[src/rtl/pc_sequencer_if.sv]
// Decode/PC-side bundle of requests, PC feedback and load controls for pc_sequencer.
interface pc_sequencer_if #(
   parameter int ADDR_W = 7
);
   logic              Start;
   logic              Halt;
   logic              Stall;
   logic              JumpReq;
   logic [ADDR_W-1:0] JumpAddr;
   logic              BranchReq;
   logic              BranchTaken;
   logic [ADDR_W-1:0] BranchOffset;
   logic              CallReq;
   logic              RetReq;
   logic [ADDR_W-1:0] PCResult;
   logic              PCWrite;
   logic [ADDR_W-1:0] PCNext;
   logic              Running;
   logic              RasOverflow;
   logic              RasUnderflow;

   modport master (
      output Start, Halt, Stall, JumpReq, JumpAddr, BranchReq, BranchTaken,
             BranchOffset, CallReq, RetReq, PCResult,
      input  PCWrite, PCNext, Running, RasOverflow, RasUnderflow
   );

   modport slave (
      input  Start, Halt, Stall, JumpReq, JumpAddr, BranchReq, BranchTaken,
             BranchOffset, CallReq, RetReq, PCResult,
      output PCWrite, PCNext, Running, RasOverflow, RasUnderflow
   );
endinterface

[src/rtl/pc_sequencer.sv]
// Program-counter load sequencer: IDLE/RUN/HALTED control plus redirect selection.
// Define PCSEQ_RAS_EN to build the return-address stack for CallReq/RetReq.
module pc_sequencer #(
   parameter int                ADDR_W     = 7,
   parameter int                RAS_DEPTH  = 4,
   parameter logic [ADDR_W-1:0] START_ADDR = {ADDR_W{1'b0}}
) (
   input logic           Clk,
   input logic           Reset,
   pc_sequencer_if.slave bus
);

   typedef enum logic [1:0] {
      ST_IDLE   = 2'd0,
      ST_RUN    = 2'd1,
      ST_HALTED = 2'd2
   } state_t;

   state_t            state_r;
   logic              pc_write_r;
   logic [ADDR_W-1:0] pc_next_r;
   logic              running_r;
   logic [ADDR_W-1:0] branch_tgt_s;

`ifdef PCSEQ_RAS_EN
   localparam int PTR_W = (RAS_DEPTH > 1) ? $clog2(RAS_DEPTH) : 1;
   localparam int CNT_W = $clog2(RAS_DEPTH + 1);
   localparam logic [CNT_W-1:0] CNT_FULL = CNT_W'(RAS_DEPTH);
   localparam logic [CNT_W-1:0] CNT_ONE  = CNT_W'(1'b1);
   localparam logic [PTR_W-1:0] PTR_ONE  = PTR_W'(1'b1);

   // ras_ptr_r indexes the next free slot; the stack wraps so a full push overwrites the oldest entry.
   logic [ADDR_W-1:0] ras_r [RAS_DEPTH];
   logic [PTR_W-1:0]  ras_ptr_r;
   logic [PTR_W-1:0]  ras_ptr_dec_s;
   logic [CNT_W-1:0]  ras_cnt_r;
   logic              ras_ovf_r;
   logic              ras_unf_r;
   logic [ADDR_W-1:0] ret_addr_s;
`else
   logic              unused_ret_s;
`endif

   // Relative targets derived from the fed-back PC
   always_comb begin
      branch_tgt_s = bus.PCResult + bus.BranchOffset;
`ifdef PCSEQ_RAS_EN
      ret_addr_s    = bus.PCResult + {{(ADDR_W-1){1'b0}}, 1'b1};
      ras_ptr_dec_s = ras_ptr_r - PTR_ONE;
`endif
   end

   // Sequencer state machine with registered PC load controls
   always_ff @(posedge Clk) begin
      if (Reset) begin
         state_r    <= ST_IDLE;
         pc_write_r <= 1'b1;
         pc_next_r  <= START_ADDR;
         running_r  <= 1'b0;
`ifdef PCSEQ_RAS_EN
         ras_ptr_r <= '0;
         ras_cnt_r <= '0;
         ras_ovf_r <= 1'b0;
         ras_unf_r <= 1'b0;
         for (int i = 0; i < RAS_DEPTH; i++) begin
            ras_r[i] <= {ADDR_W{1'b0}};
         end
`endif
      end else begin
         case (state_r)
            ST_IDLE: begin
               pc_write_r <= 1'b1;
               pc_next_r  <= START_ADDR;
               if (bus.Start) begin
                  state_r   <= ST_RUN;
                  running_r <= 1'b1;
               end else begin
                  state_r   <= ST_IDLE;
                  running_r <= 1'b0;
               end
            end
            ST_HALTED: begin
               pc_write_r <= 1'b1;
               if (bus.Start) begin
                  state_r   <= ST_RUN;
                  running_r <= 1'b1;
                  pc_next_r <= START_ADDR;
               end else begin
                  state_r   <= ST_HALTED;
                  running_r <= 1'b0;
                  pc_next_r <= pc_next_r;
               end
            end
            ST_RUN: begin
               if (bus.Halt) begin
                  state_r    <= ST_HALTED;
                  running_r  <= 1'b0;
                  pc_write_r <= 1'b1;
                  pc_next_r  <= bus.PCResult;
               end else begin
                  state_r   <= ST_RUN;
                  running_r <= 1'b1;
                  if (bus.Stall) begin
                     pc_write_r <= 1'b1;
                     pc_next_r  <= bus.PCResult;
`ifdef PCSEQ_RAS_EN
                  end else if (bus.RetReq) begin
                     pc_write_r <= 1'b1;
                     if (ras_cnt_r != '0) begin
                        pc_next_r <= ras_r[ras_ptr_dec_s];
                        ras_ptr_r <= ras_ptr_dec_s;
                        ras_cnt_r <= ras_cnt_r - CNT_ONE;
                     end else begin
                        pc_next_r <= START_ADDR;
                        ras_unf_r <= 1'b1;
                     end
                  end else if (bus.CallReq) begin
                     pc_write_r       <= 1'b1;
                     pc_next_r        <= bus.JumpAddr;
                     ras_r[ras_ptr_r] <= ret_addr_s;
                     ras_ptr_r        <= ras_ptr_r + PTR_ONE;
                     if (ras_cnt_r == CNT_FULL) begin
                        ras_ovf_r <= 1'b1;
                     end else begin
                        ras_cnt_r <= ras_cnt_r + CNT_ONE;
                     end
`else
                  end else if (bus.CallReq) begin
                     pc_write_r <= 1'b1;
                     pc_next_r  <= bus.JumpAddr;
`endif
                  end else if (bus.JumpReq) begin
                     pc_write_r <= 1'b1;
                     pc_next_r  <= bus.JumpAddr;
                  end else if (bus.BranchReq && bus.BranchTaken) begin
                     pc_write_r <= 1'b1;
                     pc_next_r  <= branch_tgt_s;
                  end else begin
                     pc_write_r <= 1'b0;
                     pc_next_r  <= pc_next_r;
                  end
               end
            end
            default: begin
               state_r    <= ST_IDLE;
               running_r  <= 1'b0;
               pc_write_r <= 1'b1;
               pc_next_r  <= START_ADDR;
            end
         endcase
      end
   end

   assign bus.PCWrite = pc_write_r;
   assign bus.PCNext  = pc_next_r;
   assign bus.Running = running_r;

`ifdef PCSEQ_RAS_EN
   assign bus.RasOverflow  = ras_ovf_r;
   assign bus.RasUnderflow = ras_unf_r;
`else
   assign bus.RasOverflow  = 1'b0;
   assign bus.RasUnderflow = 1'b0;
   assign unused_ret_s     = bus.RetReq;
`endif

endmodule

[src/flat_wrapper.sv]
// flat-port wrapper written by rule: the top's interface ports become plain ports
module pc_sequencer_flat 
#(
   parameter int                ADDR_W     = 7,
   parameter int                RAS_DEPTH  = 4,
   parameter logic [ADDR_W-1:0] START_ADDR = {ADDR_W{1'b0}}
)
  (Clk, Reset, bus_Start, bus_Halt, bus_Stall, bus_JumpReq, bus_JumpAddr, bus_BranchReq, bus_BranchTaken, bus_BranchOffset, bus_CallReq, bus_RetReq, bus_PCResult, bus_PCWrite, bus_PCNext, bus_Running, bus_RasOverflow, bus_RasUnderflow);
  pc_sequencer_if #(.ADDR_W(ADDR_W)) bus_i ();
  input logic Clk;
  input logic Reset;
  input wire logic [$bits(bus_i.Start)-1:0] bus_Start;
  input wire logic [$bits(bus_i.Halt)-1:0] bus_Halt;
  input wire logic [$bits(bus_i.Stall)-1:0] bus_Stall;
  input wire logic [$bits(bus_i.JumpReq)-1:0] bus_JumpReq;
  input wire logic [$bits(bus_i.JumpAddr)-1:0] bus_JumpAddr;
  input wire logic [$bits(bus_i.BranchReq)-1:0] bus_BranchReq;
  input wire logic [$bits(bus_i.BranchTaken)-1:0] bus_BranchTaken;
  input wire logic [$bits(bus_i.BranchOffset)-1:0] bus_BranchOffset;
  input wire logic [$bits(bus_i.CallReq)-1:0] bus_CallReq;
  input wire logic [$bits(bus_i.RetReq)-1:0] bus_RetReq;
  input wire logic [$bits(bus_i.PCResult)-1:0] bus_PCResult;
  output wire logic [$bits(bus_i.PCWrite)-1:0] bus_PCWrite;
  output wire logic [$bits(bus_i.PCNext)-1:0] bus_PCNext;
  output wire logic [$bits(bus_i.Running)-1:0] bus_Running;
  output wire logic [$bits(bus_i.RasOverflow)-1:0] bus_RasOverflow;
  output wire logic [$bits(bus_i.RasUnderflow)-1:0] bus_RasUnderflow;
  assign bus_i.Start = bus_Start;
  assign bus_i.Halt = bus_Halt;
  assign bus_i.Stall = bus_Stall;
  assign bus_i.JumpReq = bus_JumpReq;
  assign bus_i.JumpAddr = bus_JumpAddr;
  assign bus_i.BranchReq = bus_BranchReq;
  assign bus_i.BranchTaken = bus_BranchTaken;
  assign bus_i.BranchOffset = bus_BranchOffset;
  assign bus_i.CallReq = bus_CallReq;
  assign bus_i.RetReq = bus_RetReq;
  assign bus_i.PCResult = bus_PCResult;
  assign bus_PCWrite = bus_i.PCWrite;
  assign bus_PCNext = bus_i.PCNext;
  assign bus_Running = bus_i.Running;
  assign bus_RasOverflow = bus_i.RasOverflow;
  assign bus_RasUnderflow = bus_i.RasUnderflow;
  pc_sequencer #(.ADDR_W(ADDR_W), .RAS_DEPTH(RAS_DEPTH), .START_ADDR(START_ADDR)) u_core (.Clk(Clk), .Reset(Reset), .bus(bus_i));
endmodule
[config.mk]
export PLATFORM = sky130hd
export DESIGN_NAME = pc_sequencer_flat
export DESIGN_NICKNAME = d
export VERILOG_FILES = /design/src/rtl/pc_sequencer_if.sv /design/src/rtl/pc_sequencer.sv /design/src/flat_wrapper.sv
export SDC_FILE = /design/constraint.sdc
export NUM_CORES = 1
export LEC_CHECK = 0
export ABC_AREA = 1
export BUFFER_PORTS_ARGS = -buffer_cell sky130_fd_sc_hd__buf_4
export CORE_MARGIN = 5
export CORE_UTILIZATION = 45
export CTS_BUF_LIST = sky130_fd_sc_hd__clkbuf_8
export CTS_CLUSTER_DIAMETER = 50
export CTS_CLUSTER_SIZE = 40
export DETAILED_ROUTE_END_ITERATION = 16
export GPL_ROUTABILITY_DRIVEN = 0
export PLACE_DENSITY_LB_ADDON = 0.25
export SLEW_MARGIN = 10
export SYNTH_ARGS = -nofsm -noshare
export SYNTH_HDL_FRONTEND = slang
export SYNTH_SLANG_ARGS = --single-unit
[constraint.sdc]
create_clock -name Clk -period 1.65 [get_ports Clk]
set_input_delay 0.165 -clock Clk [delete_from_list [all_inputs] [get_ports Clk]]
set_output_delay 0.165 -clock Clk [all_outputs]
set_load 0.03 [all_outputs]
== After elaboration in Yosys (flattened, before gate mapping) ==
Cells that the tools add are included.

* Reductions and logical operators: 5
* Equal/unequal tests: 4
* Mux-type cells: 15
* Add/subtract/negate cells: 1
* Bitwise gates (word level): 1

{| class="wikitable"
|+ Operators by type and width
! operator !! count
|-
| 7-bit 2-to-1 mux || 6
|-
| 7-bit one-hot mux with 2 select lines || 1
|-
| 7-bit adder || 1
|-
| 6-bit by 5-bit inequality test with 1-bit output (second input constant) || 1
|-
| 2-bit one-hot mux with 3 select lines || 1
|-
| 6-bit OR reduction || 1
|-
| 1-bit 2-to-1 mux || 4
|-
| 2-bit 2-to-1 mux || 2
|-
| 2-bit by 1-bit == test with 1-bit output (second input constant) || 1
|-
| 2-bit == test (second input constant) || 1
|-
| 2-bit logical NOT || 1
|-
| 2-bit inequality test (second input constant) || 1
|-
| 1-bit one-hot mux with 2 select lines || 1
|-
| 2-bit AND reduction || 1
|-
| 2-bit OR reduction || 1
|-
| 1-bit logical AND || 1
|-
| 1-bit inverter || 1
|}

* Word-level logic and storage cells: 30
* Input bits: 31
* Output and inout bits: 11
* Register bits: 11

== Longest topological paths before layout ==
* Depth after elaboration: 7
* Mapped depth: 12
* Gate-level depth less buffers: 12

== Worst setup path before layout ==
OpenSTA, ideal clock, no wires.

* Kind: in2reg
* Start point: in bus_PCResult[0]
* End point: reg u_core.pc_next_r[4], in the netlist u_core.bus.PCNext[4]
* Path buffers: 0
* Required time: 1.515 ns
* Data arrival time: 1.286 ns
* Stages: 11
* Slack: 0.229 ns
* Library setup time: 0.135 ns
* Path through: ha_1 -> inv_1 -> fa_1 -> inv_1 -> nand3_1 -> nand2_1 -> nand2_1 -> a21oi_1 -> o21ai_1 -> nand2_1 -> a21oi_1

* Word-level cells in the longest chain between the ends: 7

{| class="wikitable"
|+ Ends and longest elaborated chain
! element !! RTL line !! source
|-
| from (decl) || flat_wrapper.sv:22 || <nowiki>input wire logic [$bits(bus_i.PCResult)-1:0] bus_PCResult;</nowiki>
|-
| 7-bit adder || pc_sequencer.sv:46 || <nowiki>branch_tgt_s = bus.PCResult + bus.BranchOffset;</nowiki>
|-
| 7-bit 2-to-1 mux || pc_sequencer.sv:135 || <nowiki>end else if (bus.BranchReq && bus.BranchTaken) begin</nowiki>
|-
| 7-bit 2-to-1 mux || pc_sequencer.sv:132 || <nowiki>end else if (bus.JumpReq) begin</nowiki>
|-
| 7-bit 2-to-1 mux || pc_sequencer.sv:128 || <nowiki>end else if (bus.CallReq) begin</nowiki>
|-
| 7-bit 2-to-1 mux || pc_sequencer.sv:103 || <nowiki>if (bus.Stall) begin</nowiki>
|-
| 7-bit 2-to-1 mux || pc_sequencer.sv:95 || <nowiki>if (bus.Halt) begin</nowiki>
|-
| 7-bit one-hot mux with 2 select lines || pc_sequencer.sv:70 || <nowiki>case (state_r)</nowiki>
|-
| to (signal assigned) || pc_sequencer.sv:99 || <nowiki>pc_next_r <= bus.PCResult;</nowiki>
|-
| to (signal assigned) || pc_sequencer.sv:105 || <nowiki>pc_next_r <= bus.PCResult;</nowiki>
|-
| to (signal assigned) || pc_sequencer.sv:130 || <nowiki>pc_next_r <= bus.JumpAddr;</nowiki>
|-
| to (decl) || pc_sequencer.sv:21 || <nowiki>logic [ADDR_W-1:0] pc_next_r;</nowiki>
|}

Every way passes these cells. The select of a mux whose other input is x is not followed.
A chain may end at the register's enable or synchronous reset.

== Worst setup path after layout ==
Same ends and word-level chain as after synthesis.

==> impl_metrics.py <==
metrics = {
    "floorplanning": {
        "number_of_placed_i_o_pins": 42,
        "die_h_um": 54.5,
        "floorplan.initialDensity": 0.463,
        "core_area_sq_mm": 0.00192,
        "die_x_um": 54.5,
        "fp.dieArea_sq_mm": 0.00297,
        "row_count": 16,
    },
    "routing": {
        "met2_routed_wirelength_um": 1110,
        "num_vias": 1022,
        "maxUsedRoutingLayer": "met4",
        "detail_route.vias_per_cell": 4.84,
        "route.detailed.wl_per_inst_um": 10.4,
        "wire_length_on_met3_um": 128,
        "first_pass_iters": 4,
        "wirelength_um": 2200,
        "first_iter_violations": 16,
        "drtAntennaViolNets": 0,
        "post_route_drc_violation_count": 0,
        "routed_metal_1_wirelength_um": 954,
    },
    "timing": {
        "drv_slew": 0,
        "setup_viol_count_final": 0,
        "max_freq_mhz": 732,
        "fin_tns_setup_ns": 0,
        "grt_setup_unrepaired": "false",
        "final.min_clock_period_ns": 1.37,
        "timing.clock.skew_ns": 0.000807,
        "layout_worst_path_cycle_share": 0.828,
        "hold_viol_final": 0,
    },
    "final_layout": {
        "layout-area-overhead-vs-synth_pct": 39.2,
        "insertedDiodeCount": 0,
        "finish.utilization": 0.645,
        "final_cells": 211,
        "fillerInstances": 191,
        "drive_above_1_share": 0.283,
        "net_count_final": 223,
    },
    "critical_path": {
        "cp_num_buf_inv": 3,
        "worstPathRequired_ns": 1.78,
        "worst_path_dominant_cell_family": "adder cells",
        "crit_top_cell": "sky130_fd_sc_hd__nand2_1",
        "crit_path_capture_type": "register",
        "crit_path_cell_trace": "buf_4, ha_1, inv_1, fa_1, inv_1, nand3_1, nand2_1, nand2_1, a21oi_1, o21ai_1, nand2_1, a21oi_1",
        "startpoint_type": "input port",
        "critical-path-slowest-cell": "sky130_fd_sc_hd__fa_1",
        "setup.worst_path.class": "in -> reg",
        "critical_path.max_stage_delay_ns": 0.40,
        "cp_data_arrival_time_ns": 1.49,
        "worstPathMaxFanout": 3,
    },
    "clocking": {
        "hold_buffers": 0,
        "clock_insertion_delay_worst_skew_ns": 0.24,
        "cts_buffers": 3,
        "cts_repair_resize_count": 0,
        "cts_root_buffer": "sky130_fd_sc_hd__clkbuf_8",
        "htree_levels": 1,
        "clk_transition_reported_paths_ns": 0.05,
        "cts_tree": "yes",
        "post-cts-setup-buffers": 0,
        "ctsLongestPathBuffers": 2,
        "clock-sinks": 11,
    },
    "pwr": {
        "power_density_mw_per_mm2": 641,
        "peakVddDrop_mv": 0.649,
        "p_leak_nw": 0.651,
        "report.power.total_mw": 0.794,
    },
    "status": {
        "run_status": "finished, final reports clean",
    },
    "job": {
        "drv.max_cap_violation_count": 0,
    },
    "logic_synthesis": {
        "synth_enable_flop_cells": 0,
        "yosysSeqAreaShare": 0.248,
        "synth_flop_cell": "sky130_fd_sc_hd__dfxtp_1",
        "async_reset_ff_frac": 0,
        "yosysTopAreaCellShare": 0.248,
        "synth_most_common_cell": "sky130_fd_sc_hd__nand2_1",
        "synthesis.area_per_instance_sq_um": 6.18,
        "synth.top_cells.by_count": "sky130_fd_sc_hd__nand2_1, sky130_fd_sc_hd__inv_1, sky130_fd_sc_hd__a21oi_1",
        "synth_cells": 144,
        "ys_warn_count": 0,
        "ys_types": 23,
        "ys_ff_latch": 11,
        "post-synth-top-area-cell": "sky130_fd_sc_hd__dfxtp_1",
        "area_contributors_post_synth": "sky130_fd_sc_hd__dfxtp_1, sky130_fd_sc_hd__nand2_1, sky130_fd_sc_hd__ha_1",
        "syn-cell-area_sq_um": 890,
    },
    "placed_design": {
        "dp_hpwl_um": 1850,
        "port_buffers": 38,
        "numPlacedInstances": 207,
    },
    "global_route": {
        "largest_net_degree_at_the_start_of_global_routing": 12,
        "grt_first_pass_wirelength_um": 3540,
        "all_layer_gr_usage": 0.158,
        "grt.overflow.total": 0,
        "antenna_found_initial": 0,
        "grt_pass1_vias": 944,
    },
    "min_path": {
        "hp-class": "in -> reg",
    },
}
## metal layers
metal	vias up	global-route usage
li1	532	-
met5	-	0
met4	0	0.0415
met2	33	0.287
met1	455	0.179
met3	2	0.0463
## worst register-to-register path, delay by kind of cell, from the launching register on
family	cells	cell delay (ns)
AOI/OAI and AO/OA	1	0.14
and+or+nand+nor	4	0.63
DFF	1	0.32
buffers and inverters	1	0.06
## path summary, 6_finish.rpt
kind	start	to	slack (ns)	cells after the start
setup / recovery	bus_PCResult[0]	u_core.bus.PCNext[4]$_SDFFE_PP0P_	0.28	12
hold / removal	Reset	u_core.bus.PCNext[5]$_SDFFE_PP0P_	0.17	2
setup reg to reg	u_core.state_r[0]$_SDFF_PP0_	u_core.bus.PCNext[6]$_SDFFE_PP0P_	0.43	6
hold reg to reg	u_core.bus.PCNext[1]$_SDFFE_PP0P_	u_core.bus.PCNext[1]$_SDFFE_PP0P_	0.46	2
## cells by family after synthesis
kind of cell | Yosys count | share of synthesized area
simple gates | 74 | 0.363
other cells | 1 | 0.00422
fa+ha+maj | 7 | 0.107
xor+xnor | 1 | 0.00985
compound gates | 26 | 0.155
buf+inv | 24 | 0.114
flops | 11 | 0.248
## report_power, final
part / internal (mW) / total (mW) / switching, mW
combinational: 0.113 / 0.252 / 0.138
sequential: 0.277 / 0.282 / 0.00492
clock: 0.163 / 0.261 / 0.0976
total: 0.553 / 0.794 / 0.241
## registers in the layout (all words and copies together), names as in the netlist
name and flops:
u_core.state_r 2, u_core.bus.Running 1, u_core.bus.PCNext 7, u_core.bus.PCWrite 1
## through the flow
| step | cell area, sq um | setup WS [ns] | hold slack [ns] |
|---|---|---|---|
| 2_1_floorplan | 893 | 0.229 | 0.272 |
| 3_3_place_gp | 1190 | 0.0523 | 0.417 |
| 3_5_place_dp | 1190 | 0.0160 | 0.414 |
| 4_1_cts | 1240 | 0.265 | 0.165 |
| 5_1_grt | 1240 | 0.124 | 0.177 |
| 6_report | 1240 | 0.283 | 0.165 |
## layout by cell type, fill, tap and decap left out, drive strengths merged, types with 2 or more instances in the layout
cell type   n
nand2      50
inv        21
nand3b      2
nand4       3
clkbuf      3
nand3       6
dfxtp      11
ha          6
nor2       12
buf        39
a21oi      16
conb        2
o21ai      10
## area by class of cell
type / instances / area [sq um] / area share
clock buffers: 3 / 41.3 / 0.0333
clock inverters: 1 / 3.75 / 0.00303
inverters: 20 / 75.1 / 0.0606
multi-input cells: 110 / 572 / 0.462
flip-flops and latches: 11 / 220 / 0.178
well taps: 27 / 33.8 / 0.0273
repair buffers: 39 / 293 / 0.236
Note: power is estimated with default switching activity, not from simulation.
